--- src/rtl/bch_encoder_15_7.sv ---
// ---------------------------------------------------------------------------
// bch_encoder_15_7
//
// Purpose:
//   Systematic BCH(15,7) double-error-correcting encoder over GF(2^4). This is
//   the transmit-side partner of the BM/Chien decoder. A 7-bit message is
//   accepted on a valid/ready handshake. The 8 parity bits are produced by a
//   serial LFSR that takes one message bit per clock, MSB first. The finished
//   codeword is then held on a valid/ready output until it is accepted.
//
// Optional feature (macro BCH_ENC_EXT_PARITY_EN):
//   When the macro is defined, out_cw is 16 bits wide and out_cw[15] is the
//   overall parity of out_cw[14:0]. This gives an extended BCH(16,7) code.
//   When the macro is undefined, out_cw is 15 bits wide and no parity logic
//   is built.
//
// Ports:
//   clk        in   1     single clock, rising edge
//   rst        in   1     synchronous active-high reset
//   in_valid   in   1     msg_i carries a message
//   in_ready   out  1     encoder is idle and can take a message
//   msg_i      in   7     message, msg_i[6] = coefficient of x^14
//   out_valid  out  1     out_cw holds a complete codeword
//   out_ready  in   1     downstream accepts out_cw
//   out_cw     out  CW_W  codeword {message, remainder} (+ parity if extended)
// ---------------------------------------------------------------------------
module bch_encoder_15_7 #(
  parameter int         N        = 15,
  parameter int         K        = 7,
  parameter logic [8:0] GEN_POLY = 9'h1D1,
`ifdef BCH_ENC_EXT_PARITY_EN
  localparam int        CW_W     = 16
`else
  localparam int        CW_W     = 15
`endif
) (
  input  logic            clk,
  input  logic            rst,
  input  logic            in_valid,
  output logic            in_ready,
  input  logic [6:0]      msg_i,
  output logic            out_valid,
  input  logic            out_ready,
  output logic [CW_W-1:0] out_cw
);

  // The datapath is sized for exactly this code. Reject any other geometry
  // at elaboration time.
  generate
    if (N != 15 || K != 7 || GEN_POLY[8] != 1'b1) begin : g_bad_params
      $error("bch_encoder_15_7: only N=15, K=7 with a monic degree-8 generator is supported");
    end
  endgenerate

  typedef enum logic [1:0] {
    IDLE  = 2'd0,
    SHIFT = 2'd1,
    OUT   = 2'd2
  } state_t;

  state_t            state_reg;
  logic [7:0]        r_reg;        // LFSR remainder
  logic [6:0]        msg_sr_reg;   // message bits still to be fed, MSB first
  logic [6:0]        msg_reg;      // untouched copy for the systematic part
  logic [2:0]        cnt_reg;      // message bits consumed so far
  logic              out_valid_reg;
  logic [CW_W-1:0]   out_cw_reg;

  logic              fb;
  logic [7:0]        r_next;
  logic [CW_W-1:0]   cw_next;

  // Division LFSR: the feedback term combines the incoming bit with the
  // outgoing x^7 term. This computes msg(x)*x^8 mod g(x) without a separate
  // flush phase.
  always_comb begin
    fb     = msg_sr_reg[6] ^ r_reg[7];
    r_next = {r_reg[6:0], 1'b0} ^ (fb ? GEN_POLY[7:0] : 8'h00);
  end

`ifdef BCH_ENC_EXT_PARITY_EN
  // The parity bit is formed from the same next-state remainder, so the
  // extension is registered on the same edge as the base codeword.
  assign cw_next = {^{msg_reg, r_next}, msg_reg, r_next};
`else
  assign cw_next = {msg_reg, r_next};
`endif

  always_ff @(posedge clk) begin
    if (rst) begin
      state_reg     <= IDLE;
      r_reg         <= 8'h00;
      msg_sr_reg    <= 7'h00;
      msg_reg       <= 7'h00;
      cnt_reg       <= 3'd0;
      out_valid_reg <= 1'b0;
      out_cw_reg    <= '0;
    end else begin
      case (state_reg)
        IDLE: begin
          if (in_valid) begin
            msg_reg    <= msg_i;
            msg_sr_reg <= msg_i;
            r_reg      <= 8'h00;
            cnt_reg    <= 3'd0;
            state_reg  <= SHIFT;
          end
        end
        SHIFT: begin
          r_reg      <= r_next;
          msg_sr_reg <= {msg_sr_reg[5:0], 1'b0};
          cnt_reg    <= cnt_reg + 3'd1;
          if (cnt_reg == 3'd6) begin
            // The last message bit is being absorbed on this edge, so r_next
            // already holds the final remainder.
            out_cw_reg    <= cw_next;
            out_valid_reg <= 1'b1;
            state_reg     <= OUT;
          end
        end
        OUT: begin
          if (out_ready) begin
            out_valid_reg <= 1'b0;
            state_reg     <= IDLE;
          end
        end
        default: begin
          state_reg     <= IDLE;
          out_valid_reg <= 1'b0;
        end
      endcase
    end
  end

  assign in_ready  = (state_reg == IDLE);
  assign out_valid = out_valid_reg;
  assign out_cw    = out_cw_reg;

endmodule

--- config.mk ---
export PLATFORM = sky130hd
export DESIGN_NAME = bch_encoder_15_7
export DESIGN_NICKNAME = d
export VERILOG_FILES = /design/src/rtl/bch_encoder_15_7.sv
export SDC_FILE = /design/constraint.sdc
export NUM_CORES = 1
export LEC_CHECK = 0
export BUFFER_PORTS_ARGS = -buffer_cell sky130_fd_sc_hd__buf_2
export CAP_MARGIN = 20
export CELL_PAD_IN_SITES_DETAIL_PLACEMENT = 1
export CELL_PAD_IN_SITES_GLOBAL_PLACEMENT = 2
export CORE_UTILIZATION = 35
export DETAILED_ROUTE_END_ITERATION = 12
export GPL_ROUTABILITY_DRIVEN = 1
export HOLD_SLACK_MARGIN = 0.12
export PLACE_DENSITY_LB_ADDON = 0.1
export RECOVER_POWER = 50
export SLEW_MARGIN = 20
export SYNTH_ARGS = -nofsm -noshare
export SYNTH_HDL_FRONTEND = slang
export SYNTH_SLANG_ARGS = --single-unit
--- constraint.sdc ---
create_clock -name clk -period 2.3 [get_ports clk]
set_input_delay 0.46 -clock clk [delete_from_list [all_inputs] [get_ports clk]]
set_output_delay 0.46 -clock clk [all_outputs]
set_load 0.05 [all_outputs]
==> run metrics, run 1 <==
status complete, no violations; Final Hold Viols 0; clk_lat worst skew 0.30 ns; Pre-antenna DRT Iters 4; hold path start msg_i[5]; Die X-Extent between 70 and 80 um; drt via density between 5 and 6; Final period util 0.8074; number of global-route vias before repair 1606; max_slew headroom 0.5219; # port buffers 27; Worst Setup End Kind output port; CTS max path bufs 2; drt drc 0; Max rail drop VDD 313.8 uV; # resized after CTS 0; max FFs per register 15; Mapped Avg Cell Area 8.443 um^2; diode count 0; Synth-to-Final Area Change 15.72%; clk slew on worst S/H paths 0.09 ns; Max FO, Critical Path 24; Core ar. a little under 0.005 mm^2; final count of negative-setup-slack endpoints 0; fin worst setup slack about 0.44 ns; critical path startpoint category flop; fin nets 250; commonest non-fill, non-tap cell in the layout nand2_1; unrepaired setup endpoints after global routing no; cell area after synthesis about 0.0018 mm^2; layout cells sized above 1 0.1387; PwrDens approximately 790 mW/mm^2; Leak Pwr ~0.00074 uW; dominant cells by area after synthesis dfxtp_1 (48%), a21oi_1 (10%), nand2_1 (10%); top cell type's share of synthesized area 0.4765; io pins 28; FP Rows 25; CTS tree built; CP Class flop to output port; Final Skew about 0.0075 ns; WL per Instance between 10 and 15 um; cts bufs inserted 5; clk root buf clkbuf_8; Worst Hold Class primary input to flop; largest net degree at the start of global routing 30; Post-CTS Setup Bufs 0; Post-DRT Antenna Nets 0; Yosys top cell by area dfxtp_1; measured slew at the worst slew-check pin 0.7161 ns; GPL Wtd Cong just over 0.7; DIE HEIGHT 73.85 um; CP required 1.84 ns; Slew Viols, Final 0; Worst Setup SP state_reg[0]$_SDFFE_PP0P_; Seq cells post-synth between 40 and 50; WP data arrival around 1.4 ns; post-DP HPWL about 3100 um; pre-CTS WS 0.5006 ns; initial DRC count 77; # hold bufs at CTS 0; # clock sinks 43; post-synthesis cell type count 34; Cells after Synth 214; GRT overflow 0; most frequent cells in the layout nand2_1 (48), dfxtp_1 (43), a21oi_1 (37); total negative setup slack 0 ns; Final Core Density 0.4312; via count ~1500; final WL ~4400 um; initial antenna violation count 0; Total GRT Usage 0.1782; Starting Density 0.3726; maxcap violations 0; H-tree levels 2; worst r2r src state_reg[0]$_SDFFE_PP0P_; yosys warns 0; crit path time final ~1.9 ns; die area approximately 0.0055 mm^2; sequential fraction of the synthesis area 0.4765; first-pass GRT wire length between 7000 and 8000 um; Post-Synthesis Net Count roughly 230; FMAX 538.5 MHz
-- cell type report --
class	count	area [um^2]
Inverter	1	3.754
Timing Repair Buffer	32	142.6
Multi-Input combinational cell	154	863.3
Clock inverter	3	67.56
Sequential cell	43	860.8
Tap cell	67	83.83
Clock buffer	5	68.82
Fill cell	608	2758
-- worst paths after layout --
check                             to  slack [ns]  cells past startpoint
max                         in_ready        0.44                      2
min          msg_reg[5]$_SDFFE_PP0P_        0.42                      3
max reg2reg   out_cw[7]$_SDFFE_PP0P_        0.46                      4
min reg2reg   out_cw[5]$_SDFFE_PP0P_        0.46                      2
-- cell usage after synthesis --
| master | instances |
|---|---|
| a211oi_1 | 1 |
| a211oi_2 | 1 |
| a21o_1 | 1 |
| a21oi_1 | 37 |
| a311oi_1 | 1 |
| a31oi_1 | 1 |
| and4b_1 | 1 |
| buf_1 | 1 |
| buf_2 | 6 |
| buf_4 | 1 |
| buf_6 | 1 |
| clkbuf_1 | 7 |
| dfxtp_1 | 43 |
| ha_1 | 2 |
| inv_1 | 1 |
| nand2_1 | 48 |
| nand2b_1 | 9 |
| nand3_1 | 6 |
| nand3_2 | 3 |
| nand3b_1 | 1 |
| nand4b_1 | 1 |
| nor2_1 | 13 |
| nor2b_1 | 2 |
| nor3_1 | 7 |
| nor3b_1 | 2 |
| nor3b_2 | 1 |
| o21ai_0 | 1 |
| o21ba_2 | 1 |
| o21bai_1 | 1 |
| or3_1 | 1 |
| or3b_1 | 1 |
| or3b_2 | 6 |
| xnor2_1 | 3 |
| xor3_1 | 2 |
-- critical path, cell delays in order, from the launching register on --
cell and delay, ns:
dfxtp_1 0.79, nor2_1 0.08, buf_2 0.24
-- per-stage QoR --
| stage | instances | cell area [um^2] | hold WS, ns | total power (uW) |
|---|---|---|---|---|
| 2_1_floorplan | 214 | 1807 | 0.4312 | 915.8 |
| 3_3_place_gp | 297 | 1984 | 0.4404 | 948.6 |
| 3_5_place_dp | 297 | 1984 | 0.4434 | 956.4 |
| 4_1_cts | 305 | 2121 | 0.4161 | 1668 |
| 5_1_grt | 305 | 2091 | 0.4311 | 1707 |
| 6_report | 305 | 2091 | 0.4200 | 1641 |
-- layer usage --
layer | vias to the layer above | track usage | part of all wire
li1 | 759 | - | -
met1 | 741 | 0.2159 | 0.48
met3 | 6 | 0.03978 | 0.026
met2 | 20 | 0.3089 | 0.49
met4 | 0 | 0.06197 | 0.012
met5 | - | 0 | 0
-- report_power, final --
| group | internal, uW | switching [uW] | leakage (uW) |
|---|---|---|---|
| Clock | 433 | 273 | 0.0000644 |
| Sequential | 770 | 25.6 | 0.000350 |
| Combinational | 60.7 | 78.7 | 0.000324 |
-- logic make-up after synthesis --
logic type	after synthesis	synth area share
xor gates and xnor gates	5	0.04086
adders and majority gates	2	0.01385
and+or+nand+nor	102	0.2846
DFF	43	0.4765
AOI/OAI and AO/OA	45	0.1385
buffers and inverters	17	0.04571
No activity file was read; power rests on OpenSTA's default activity.
==> run 2: changes to the inputs <==
- CORE_UTILIZATION: 35 -> 33
- clock period: 2.3 -> 1.9 ns (I/O delays scaled with it)
==> run 2 against run 1 <==
Effect of this change:
- final cell count up 0.98%
- routed wire length is 4.8% lower
- power grew 14%
- hold slack lost 0.070 ns
- register-to-register slack got worse by 0.23 ns
- design area unchanged
- clock skew decreased by 0.0018 ns
- die area rose by 5.9%
- sequential power up 20%
- critical endpoint is now out_cw[0]$_SDFFE_PP0P_
- largest cell class is now flip-flops and latches
==> run metrics, run 2 (synthesis gave the netlist of run 1 again) <==
unrepaired setup endpoints after global routing no; FP Rows 26 (+4.0%); M1 WL 2106 um (about the same); Max rail drop VDD 361.5 uV (+15%); final WL 4213 um (-4.8%); # clock sinks 43 (unchanged); drt drc 0 (unchanged); clk slew on worst S/H paths 0.08 ns (about the same); crit path time final roughly 1.7 ns; Layout Cells excl Fill 308 (+0.98%); PwrDens 898.2 mW/mm^2 (+14%); diode count 0 (unchanged); Die X-Extent 75.99 um (+2.9%); number of global-route vias before repair 1444 (-10%); Core ar. 0.005205 mm^2 (+7.4%); DIE HEIGHT 75.99 um (+2.9%); pre-CTS WS 0.2016 ns (-0.2990 ns); Synth-to-Final Area Change 15.72% (unchanged); Final Core Density 0.4017 (-0.02954); largest net degree at the start of global routing 27 (-10%); WP data arrival 1.88 ns (+0.48 ns); final count of negative-setup-slack endpoints 0 (unchanged); Post-DRT Antenna Nets 0 (unchanged); hold path start msg_i[4]; fin nets 250 (unchanged); via count 1474 (-3.4%); Max FO, Critical Path 18 (-25%); Worst Setup SP cnt_reg[0]$_SDFFE_PP0P_; CP Class flop to flop; cts bufs inserted 5 (unchanged); Worst Hold Class primary input to flop; hold_ws 0.3497 ns (-0.07021 ns); critical path startpoint category flop; total negative setup slack 0 ns (unchanged); Final Hold Viols 0 (unchanged); # resized after CTS 0 (unchanged); GPL Wtd Cong 0.7521 (+5.3%); Total GRT Usage 0.1582 (-0.01996); CTS max path bufs 2 (unchanged); layout cells sized above 1 0.1471 (+0.008403); Met3 Wirelength 141 um (+24%); clk_lat worst skew 0.29 ns (about the same); Final period util 0.8781; die area 0.005774 mm^2 (+5.9%); worst r2r src cnt_reg[0]$_SDFFE_PP0P_; Worst Setup End Kind flop; fin worst setup slack 0.2315 ns (-0.2114 ns); Placed Cells 300 (+1.0%); drt via density 4.786 (-4.3%); most frequent cells in the layout nand2_1 (48), dfxtp_1 (43), a21oi_1 (37); clk root buf clkbuf_8; Post-CTS Setup Bufs 0 (unchanged); WL per Instance 13.68 um (-5.7%); # hold bufs at CTS 0 (unchanged); CTS tree built; status complete, no violations; Slew Viols, Final 0 (unchanged); post-DP HPWL 2961 um (-4.2%); initial DRC count 49 (-36%); Starting Density 0.3471 (-0.02553); H-tree levels 2 (unchanged); Pre-antenna DRT Iters 4 (unchanged); met2 wire len 1895 um (-12%); CP required 2.11 ns (+0.27 ns); maxcap violations 0 (unchanged); Final Skew 0.005735 ns (-0.001750 ns); FMAX around 600 MHz; io pins 28 (unchanged); max FFs per register 15 (unchanged); GRT overflow 0 (unchanged); # port buffers 27 (unchanged); Top Metal Used met4; first-pass GRT wire length 7189 um (-1.9%); max_slew headroom 0.4732 (-0.04870); initial antenna violation count 0 (unchanged); Leak Pwr 0.0007422 uW (+0.48%); measured slew at the worst slew-check pin 0.7885 ns (+0.07240 ns); commonest non-fill, non-tap cell in the layout nand2_1
## run 2: cell count changes in the layout (fill, tap and decap cells not counted)
cell | previous run | this run
o21ba_2 | 0 | 1
clkinvlp_4 | 1 | 0
bufinv_16 | 2 | 1
buf_4 | 2 | 3
buf_12 | 0 | 1
clkbuf_1 | 18 | 16
nor3b_1 | 2 | 3
clkinv_2 | 0 | 1
o21ba_1 | 1 | 0
nor3b_2 | 1 | 0
clkbuf_8 | 5 | 6
## run 2: report_power, final
part | switching [uW] | internal (uW)
logic | 100 | 78.3
clock network | 317 | 426
registers | 24.9 | 932
## run 2: path summary, 6_finish.rpt
check                                          endpoint  slack (ns)  depth (start not counted)
worst max-delay path             out_cw[0]$_SDFFE_PP0P_        0.23                          5
worst min-delay path            msg_reg[4]$_SDFFE_PP0P_        0.35                          3
worst max register to register   out_cw[0]$_SDFFE_PP0P_        0.23                          5
worst min register to register  msg_reg[4]$_SDFFE_PP0P_        0.46                          2
## run 2: stage by stage
step	area, um^2	total power (uW)
after floorplan	1807	1109
after global placement	2001	1152
after detailed placement	2001	1158
after CTS	2118	1904
after global routing	2091	1967
final	2091	1878
## run 2: area by class of cell
type,instances,area (um^2)
clock buffer,6,82.58
clock inverter,2,35.03
fill,650,3114
inverter,1,3.754
multi-input combinational,154,858.3
sequential,43,860.8
tap,70,87.58
timing repair buffer,32,162.7
## run 2: worst max-delay path, cell delays in order (launching register included)
cell	delay (ns)
dfxtp_1	0.32
inv_1	0.09
ha_1	0.20
and4b_1	0.65
nor2_1	0.12
a211oi_2	0.22
## run 2: layer usage
metal	up-vias	global-route usage
met5	-	0
met3	6	0.03234
met1	680	0.2105
met4	0	0.06346
met2	26	0.2509
li1	762	-
